### src/rtl/mem_pkg.sv
// mem_pkg: shared types for the memory/writeback stage.
// Access size codes, FSM states and a misalignment helper.
package mem_pkg;

  typedef enum logic [2:0] {
    MEM_B = 3'b000,
    MEM_H = 3'b001,
    MEM_W = 3'b010
  } mem_size_e;

  typedef enum logic [1:0] {
    IDLE,
    REQ,
    RSP
  } mem_fsm_e;

  // Any code other than B/H is handled as a word access.
  function automatic logic misaligned(
    input logic [2:0] sz,
    input logic [1:0] lo
  );
    if (sz == MEM_B) return 1'b0;
    if (sz == MEM_H) return lo[0];
    return lo != 2'b00;
  endfunction

endpackage

### src/rtl/mem_wb_stage_if.sv
// mem_wb_stage_if: data-memory req/gnt/rvalid bus.
// master = pipeline stage, slave = memory.
interface mem_wb_stage_if #(
  parameter int ADDR_W = 32
);
  logic              req;
  logic              we;
  logic [ADDR_W-1:0] addr;
  logic [31:0]       wdata;
  logic [3:0]        be;
  logic              gnt;
  logic              rvalid;
  logic [31:0]       rdata;

  modport master (
    output req, we, addr, wdata, be,
    input  gnt, rvalid, rdata
  );

  modport slave (
    input  req, we, addr, wdata, be,
    output gnt, rvalid, rdata
  );
endinterface

### src/rtl/mem_lane_align.sv
// mem_lane_align: store byte-lane steering and load extract/extend.
// Purely combinational; store and load paths are independent.
module mem_lane_align
  import mem_pkg::*;
(
  input  logic [2:0]  st_size_i,
  input  logic [1:0]  st_off_i,
  input  logic [31:0] st_data_i,
  output logic [3:0]  st_be_o,
  output logic [31:0] st_wdata_o,
  input  logic [2:0]  ld_size_i,
  input  logic [1:0]  ld_off_i,
  input  logic        ld_unsigned_i,
  input  logic [31:0] ld_rdata_i,
  output logic [31:0] ld_data_o
);

  logic [31:0] shifted;
  logic        sgn_b;
  logic        sgn_h;

  // Store: replicate data across lanes, enable the addressed ones.
  always_comb begin
    st_be_o    = 4'b1111;
    st_wdata_o = st_data_i;
    case (st_size_i)
      MEM_B: begin
        st_be_o    = 4'b0001 << st_off_i;
        st_wdata_o = {4{st_data_i[7:0]}};
      end
      MEM_H: begin
        st_be_o    = st_off_i[1] ? 4'b1100 : 4'b0011;
        st_wdata_o = {2{st_data_i[15:0]}};
      end
      default: ;
    endcase
  end

  assign shifted = ld_rdata_i >> {ld_off_i, 3'b000};
  assign sgn_b   = ~ld_unsigned_i & shifted[7];
  assign sgn_h   = ~ld_unsigned_i & shifted[15];

  // Load: shift addressed lane down, then sign/zero extend.
  always_comb begin
    ld_data_o = shifted;
    case (ld_size_i)
      MEM_B:   ld_data_o = {{24{sgn_b}}, shifted[7:0]};
      MEM_H:   ld_data_o = {{16{sgn_h}}, shifted[15:0]};
      default: ;
    endcase
  end

endmodule

### src/rtl/mem_wb_stage.sv
// mem_wb_stage: data-memory access and register writeback stage.
// Build option MISALIGN_TRAP_EN adds trap_o for misaligned H/W.
module mem_wb_stage
  import mem_pkg::*;
#(
  parameter int ADDR_W = 32
) (
  input  logic        clk,
  input  logic        rst_n,
  input  logic        valid_i,
  input  logic [31:0] alu_result_i,
  input  logic [31:0] rdata2_i,
  input  logic [31:0] pc_plus_4_i,
  input  logic [4:0]  rd_i,
  input  logic        rf_en_i,
  input  logic        mem_write_i,
  input  logic        is_load_i,
  input  logic        is_jal_i,
  input  logic        is_jalr_i,
  input  logic [2:0]  load_type_i,
  input  logic        load_unsigned_i,
  input  logic [2:0]  store_type_i,
  output logic        stall_o,
  mem_wb_stage_if.master dmem,
  output logic        wb_en_o,
  output logic [4:0]  wb_rd_o,
  output logic [31:0] wb_data_o
`ifdef MISALIGN_TRAP_EN
  ,
  output logic        trap_o
`endif
);

  mem_fsm_e          state_q, state_d;
  logic [ADDR_W-1:0] addr_q, addr_d;
  logic [3:0]        be_q, be_d;
  logic [31:0]       wdata_q, wdata_d;
  logic              we_q, we_d;
  logic [4:0]        rd_q, rd_d;
  logic              rf_en_q, rf_en_d;
  logic [2:0]        lsize_q, lsize_d;
  logic              lu_q, lu_d;
  logic              wb_en_q, wb_en_d;
  logic [4:0]        wb_rd_q, wb_rd_d;
  logic [31:0]       wb_data_q, wb_data_d;

  logic              mem_op;
  logic [2:0]        size;
  logic              mis;
  logic [3:0]        st_be;
  logic [31:0]       st_wdata;
  logic [31:0]       ld_data;

  assign mem_op = valid_i & (is_load_i | mem_write_i);
  assign size   = is_load_i ? load_type_i : store_type_i;

`ifdef MISALIGN_TRAP_EN
  logic trap_q, trap_d;

  assign mis    = misaligned(size, alu_result_i[1:0]);
  assign trap_d = (state_q == IDLE) & mem_op & mis;
  assign trap_o = trap_q;

  // One-cycle trap pulse for a rejected misaligned access.
  always_ff @(posedge clk) begin
    if (!rst_n) trap_q <= 1'b0;
    else        trap_q <= trap_d;
  end
`else
  assign mis = 1'b0;
`endif

  mem_lane_align u_align (
    .st_size_i     (store_type_i),
    .st_off_i      (alu_result_i[1:0]),
    .st_data_i     (rdata2_i),
    .st_be_o       (st_be),
    .st_wdata_o    (st_wdata),
    .ld_size_i     (lsize_q),
    .ld_off_i      (addr_q[1:0]),
    .ld_unsigned_i (lu_q),
    .ld_rdata_i    (dmem.rdata),
    .ld_data_o     (ld_data)
  );

  // Next state, access capture, writeback and stall.
  always_comb begin
    state_d   = state_q;
    addr_d    = addr_q;
    be_d      = be_q;
    wdata_d   = wdata_q;
    we_d      = we_q;
    rd_d      = rd_q;
    rf_en_d   = rf_en_q;
    lsize_d   = lsize_q;
    lu_d      = lu_q;
    wb_en_d   = 1'b0;
    wb_rd_d   = wb_rd_q;
    wb_data_d = wb_data_q;
    stall_o   = 1'b0;
    unique case (state_q)
      IDLE: begin
        if (mem_op) begin
          if (!mis) begin
            addr_d  = alu_result_i[ADDR_W-1:0];
            be_d    = st_be;
            wdata_d = st_wdata;
            we_d    = ~is_load_i;
            rd_d    = rd_i;
            rf_en_d = rf_en_i;
            lsize_d = load_type_i;
            lu_d    = load_unsigned_i;
            stall_o = 1'b1;
            state_d = REQ;
          end
        end else if (valid_i) begin
          wb_en_d   = rf_en_i & (rd_i != 5'd0);
          wb_rd_d   = rd_i;
          wb_data_d = (is_jal_i | is_jalr_i) ? pc_plus_4_i
                                             : alu_result_i;
        end
      end
      REQ: begin
        stall_o = ~(dmem.gnt & we_q);
        if (dmem.gnt) state_d = we_q ? IDLE : RSP;
      end
      RSP: begin
        stall_o = ~dmem.rvalid;
        if (dmem.rvalid) begin
          state_d   = IDLE;
          wb_en_d   = rf_en_q & (rd_q != 5'd0);
          wb_rd_d   = rd_q;
          wb_data_d = ld_data;
        end
      end
      default: state_d = IDLE;
    endcase
  end

  // State and captured access registers, synchronous reset.
  always_ff @(posedge clk) begin
    if (!rst_n) begin
      state_q   <= IDLE;
      addr_q    <= '0;
      be_q      <= '0;
      wdata_q   <= '0;
      we_q      <= 1'b0;
      rd_q      <= '0;
      rf_en_q   <= 1'b0;
      lsize_q   <= '0;
      lu_q      <= 1'b0;
      wb_en_q   <= 1'b0;
      wb_rd_q   <= '0;
      wb_data_q <= '0;
    end else begin
      state_q   <= state_d;
      addr_q    <= addr_d;
      be_q      <= be_d;
      wdata_q   <= wdata_d;
      we_q      <= we_d;
      rd_q      <= rd_d;
      rf_en_q   <= rf_en_d;
      lsize_q   <= lsize_d;
      lu_q      <= lu_d;
      wb_en_q   <= wb_en_d;
      wb_rd_q   <= wb_rd_d;
      wb_data_q <= wb_data_d;
    end
  end

  assign dmem.req   = (state_q == REQ);
  assign dmem.we    = we_q;
  assign dmem.addr  = {addr_q[ADDR_W-1:2], 2'b00};
  assign dmem.wdata = wdata_q;
  assign dmem.be    = be_q;

  assign wb_en_o   = wb_en_q;
  assign wb_rd_o   = wb_rd_q;
  assign wb_data_o = wb_data_q;

endmodule

### src/flat_wrapper.sv
// flat-port wrapper written by rule: the top's interface ports become plain ports
module mem_wb_stage_flat import mem_pkg::*;
#(
  parameter int ADDR_W = 32
)
  (clk, rst_n, valid_i, alu_result_i, rdata2_i, pc_plus_4_i, rd_i, rf_en_i, mem_write_i, is_load_i, is_jal_i, is_jalr_i, load_type_i, load_unsigned_i, store_type_i, stall_o, wb_en_o, wb_rd_o, wb_data_o, dmem_req, dmem_we, dmem_addr, dmem_wdata, dmem_be, dmem_gnt, dmem_rvalid, dmem_rdata);
  mem_wb_stage_if #(.ADDR_W(ADDR_W)) dmem_i ();
  input  logic clk;
  input  logic rst_n;
  input  logic valid_i;
  input  logic [31:0] alu_result_i;
  input  logic [31:0] rdata2_i;
  input  logic [31:0] pc_plus_4_i;
  input  logic [4:0] rd_i;
  input  logic rf_en_i;
  input  logic mem_write_i;
  input  logic is_load_i;
  input  logic is_jal_i;
  input  logic is_jalr_i;
  input  logic [2:0] load_type_i;
  input  logic load_unsigned_i;
  input  logic [2:0] store_type_i;
  output logic stall_o;
  output logic wb_en_o;
  output logic [4:0] wb_rd_o;
  output logic [31:0] wb_data_o;
  output wire logic [$bits(dmem_i.req)-1:0] dmem_req;
  output wire logic [$bits(dmem_i.we)-1:0] dmem_we;
  output wire logic [$bits(dmem_i.addr)-1:0] dmem_addr;
  output wire logic [$bits(dmem_i.wdata)-1:0] dmem_wdata;
  output wire logic [$bits(dmem_i.be)-1:0] dmem_be;
  input wire logic [$bits(dmem_i.gnt)-1:0] dmem_gnt;
  input wire logic [$bits(dmem_i.rvalid)-1:0] dmem_rvalid;
  input wire logic [$bits(dmem_i.rdata)-1:0] dmem_rdata;
  assign dmem_req = dmem_i.req;
  assign dmem_we = dmem_i.we;
  assign dmem_addr = dmem_i.addr;
  assign dmem_wdata = dmem_i.wdata;
  assign dmem_be = dmem_i.be;
  assign dmem_i.gnt = dmem_gnt;
  assign dmem_i.rvalid = dmem_rvalid;
  assign dmem_i.rdata = dmem_rdata;
  mem_wb_stage #(.ADDR_W(ADDR_W)) u_core (.clk(clk), .rst_n(rst_n), .valid_i(valid_i), .alu_result_i(alu_result_i), .rdata2_i(rdata2_i), .pc_plus_4_i(pc_plus_4_i), .rd_i(rd_i), .rf_en_i(rf_en_i), .mem_write_i(mem_write_i), .is_load_i(is_load_i), .is_jal_i(is_jal_i), .is_jalr_i(is_jalr_i), .load_type_i(load_type_i), .load_unsigned_i(load_unsigned_i), .store_type_i(store_type_i), .stall_o(stall_o), .dmem(dmem_i), .wb_en_o(wb_en_o), .wb_rd_o(wb_rd_o), .wb_data_o(wb_data_o));
endmodule
### config.mk
export PLATFORM = sky130hd
export DESIGN_NAME = mem_wb_stage_flat
export DESIGN_NICKNAME = d
export VERILOG_FILES = /design/src/rtl/mem_pkg.sv /design/src/rtl/mem_wb_stage_if.sv /design/src/rtl/mem_lane_align.sv /design/src/rtl/mem_wb_stage.sv /design/src/flat_wrapper.sv
export SDC_FILE = /design/constraint.sdc
export NUM_CORES = 1
export LEC_CHECK = 0
export BUFFER_PORTS_ARGS = -buffer_cell sky130_fd_sc_hd__buf_2
export CORE_ASPECT_RATIO = 1.25
export CORE_MARGIN = 2
export CORE_UTILIZATION = 44
export DETAILED_ROUTE_END_ITERATION = 10
export PLACE_DENSITY = 0.85
export SYNTH_ARGS = -nofsm -noshare
export SYNTH_HDL_FRONTEND = slang
export SYNTH_SLANG_ARGS = --single-unit
### constraint.sdc
create_clock -name clk -period 1.9 [get_ports clk]
set_input_delay 0.285 -clock clk [delete_from_list [all_inputs] [get_ports clk]]
set_output_delay 0.285 -clock clk [all_outputs]
set_load 0.05 [all_outputs]
==> results.txt <==
outcome -> finished, final reports clean
Hold Path Depth -> 3
sequential element share of the synthesized area -> 0.383
Synth cell types -> 45
num rows -> 48
FF-to-FF End -> u_core.wb_data_o[10]
Initial Utilization -> 0.451
critical path class -> reg2out
VDD IR max -> 0.000612 V
Hold Path End -> u_core.lu_q
pins over their slew limit -> 0
Slowest-stage cell, CP -> dfxtp_1
clock sink count -> 119
CTS tree -> done
vias in the first global route -> 6412
Switch Pwr -> 2.49 mW
Arr. time, crit path -> 1560 ps
fin nets -> 1146
setup tns final -> 0 ps
Worst setup SP type -> register
Largest stage delay, worst path -> 320 ps
P_int -> 5.59 mW
worst hold-check path type -> in2reg
Cell Area, Synth -> 6230 um^2
DR pass1 iterations -> 5
synthesis-to-finish area growth -> 33.2%
total core area -> 13800 um^2
Leak -> 3.68 nW
maximum clock insertion buffer count -> 2
Fillers -> 1214
Cell Count Post-Placement -> 1146
Final ANT Viol Nets -> 0
multi-input logic area -> 3350 um^2
H-tree Lvls -> 4
Clock power frac -> 0.429
total CTS buffers -> 17
Crit path max-delay family -> buffers and inverters
Worst Setup End Kind -> output pin
Final setup viols -> 0
Vias/cell -> 5.72
max-cap viol count -> 0
placed cell area -> 7550 um^2
Top Ports -> 259
Detailed Route Iter0 Violations -> 540
final WL -> 21600 um
share of layout cells above drive strength 1 -> 0.355
worst-path cell chain -> buf_4, nor3b_2, buf_4, o21ai_4, nand3_2, buf_6
worst clock skew -> 6.18 ps
WP buf/inv -> 3
Final min period -> 1850 ps
Syn Area/Cell -> 7.96 um^2
Seq pwr share -> 0.342
fin area -> 8300 um^2
Die H -> 137 um
largest net degree at the start of global routing -> 63
P per Cell Area -> 974 nW/um^2
grt ovf -> 0
clk root buf -> clkbuf_16
commonest non-fill, non-tap cells in the layout -> 256 x buf_2, 155 x nand2_1, 119 x dfxtp_1
crit-path max FO -> 6
fmax -> 0.542 GHz
Worst R2R Start -> u_core.state_q[1]
Die ar. -> 15100 um^2
DIE WIDTH -> 110 um
Crit path required time -> 1620 ps
initial antenna violation count -> 2
Post-Syn Instances -> 782
Final Hold Viols -> 0
Hold Crit Start -> load_unsigned_i
switch share -> 0.308
clk slew on worst S/H paths -> 50 ps
most used cell, CP -> buf_4
worst r2r path cells -> 6
later-pin clock latency in the skew report -> 410 ps
GR Util All Layers -> 0.281
port bufs -> 256
drt drc -> 0
Synth Warn # -> 0
Yosys reg bits -> 119
register area -> 2380 um^2
CP startpoint -> u_core.state_q[1]
Final Non-Filler Cells -> 1183
WL/cell -> 18.3 um
period utilization -> 0.972
Logic pwr share -> 0.229
Post-DP HPWL -> 16300 um
hold_buf cts -> 0
RePlAce Congestion -> 0.872
vias -> 6768
reg2reg setup slack -> 70 ps
first-pass GRT wire length -> 33300 um
most common cell after layout, fill and taps aside -> buf_2
==> how the worst max path moves through the flow <==
| stage | to | slack (ps) | depth (start not counted) |
|---|---|---|---|
| finish | stall_o | 50 | 6 |
| global route | u_core.wb_rd_o[0] | -20 | 7 |
| CTS | stall_o | 20 | 6 |
| detailed placement | u_core.wb_data_o[4] | -10 | 6 |
| global placement | u_core.wb_data_o[15] | 50 | 7 |
| floorplan | stall_o | 110 | 5 |
==> synthesized netlist by cell type, drive strengths merged <==
cell,instances,share of area
a2111oi,1,0.0044
a31oi,1,0.0010
or2,1,0.0010
o21ai,11,0.0088
nor2,31,0.019
mux2,15,0.027
nor3b,1,0.0012
a21oi,86,0.071
nand4b,1,0.0014
nor3,1,0.00080
nand3b,11,0.013
or4,2,0.0024
nand3,62,0.050
buf,57,0.060
nor2b,17,0.017
o211a,1,0.0016
a311oi,16,0.023
mux2i,27,0.043
a21o,2,0.0024
o31ai,7,0.0084
a211o,25,0.035
conb,1,0.00060
a41oi,1,0.0014
a211oi,21,0.027
clkbuf,45,0.027
or4b,1,0.0016
or3,1,0.0010
o21bai,1,0.0012
dfxtp,119,0.38
or3b,1,0.0014
inv,5,0.0030
nand2b,2,0.0020
mux4,1,0.0036
o21a,17,0.020
nand2,156,0.094
o211ai,32,0.039
o2111ai,2,0.0028
==> cells by family (layout without fill, tap and decap cells) <==
family | count (synthesis) | count (layout) | share of synthesized area
AOI/OAI and AO/OA | 224 | 224 | 0.247
DFF | 119 | 119 | 0.383
other | 1 | 3 | 0.000602
and+or+nand+nor | 288 | 288 | 0.206
buffers and inverters | 107 | 331 | 0.0898
muxes | 43 | 43 | 0.0741
==> per-layer routing <==
metal | part of all wire | wire [um] | GRT usage
met5 | 0.00051 | 11 | 0
met4 | 0.046 | 988 | 0.163
met3 | 0.092 | 1980 | 0.0748
met2 | 0.51 | 10900 | 0.501
met1 | 0.36 | 7730 | 0.300
==> layout make-up <==
type,instances,share of cell area
antenna,1,0.000302
clock buffer,20,0.0538
clock inverter,10,0.0214
inverter,5,0.00226
multi-input combinational,557,0.404
sequential,119,0.287
tap,175,0.0264
timing repair buffer,296,0.205
==> metrics by stage <==
stage,utilization,setup slack (ps),total power [mW],hold WS (ps)
2_1_floorplan,-,107,4.08,382
3_3_place_gp,0.547,53.5,4.59,437
3_5_place_dp,0.547,-11.0,4.61,444
4_1_cts,0.593,19.3,8.07,97.2
5_1_grt,0.601,-16.4,8.35,108
6_report,0.601,53.9,8.08,112
==> power groups by stage <==
| stage | Combinational, mW | Sequential (mW) | Clock [mW] |
|---|---|---|---|
| floorplan | 0.906 | 3.17 | 0 |
| global placement | 1.78 | 2.81 | 0 |
| detailed placement | 1.80 | 2.81 | 0 |
| CTS | 1.81 | 2.76 | 3.50 |
| global route | 1.96 | 2.78 | 3.61 |
| finish | 1.85 | 2.76 | 3.47 |
==> what timing repair did <==
action                                  in CTS  in global routing
gates cloned                                 0                  2
pin swaps                                    0                  3
gates resized for setup                      2                 10
endpoints found under the setup margin       1                 28
hold endpoints to repair                     0                  0
setup buffers                                2                  2
==> registers in the layout, summed over array words and instances (netlist names) <==
register           count
u_core.lsize_q         3
u_core.rd_q            5
u_core.wb_data_o      32
u_core.dmem.we         1
u_core.dmem.wdata     32
u_core.dmem.be         4
u_core.addr_q         32
u_core.rf_en_q         1
u_core.state_q         2
u_core.lu_q            1
u_core.wb_en_o         1
u_core.wb_rd_o         5
==> worst reg2reg max path, cell delays in order, from the launching register on <==
cell	delay (ps)
dfxtp_1	320
or4b_1	550
buf_6	160
a21o_1	230
buf_4	210
a21oi_1	160
a21oi_1	90
(Power assumes the default switching activity.)
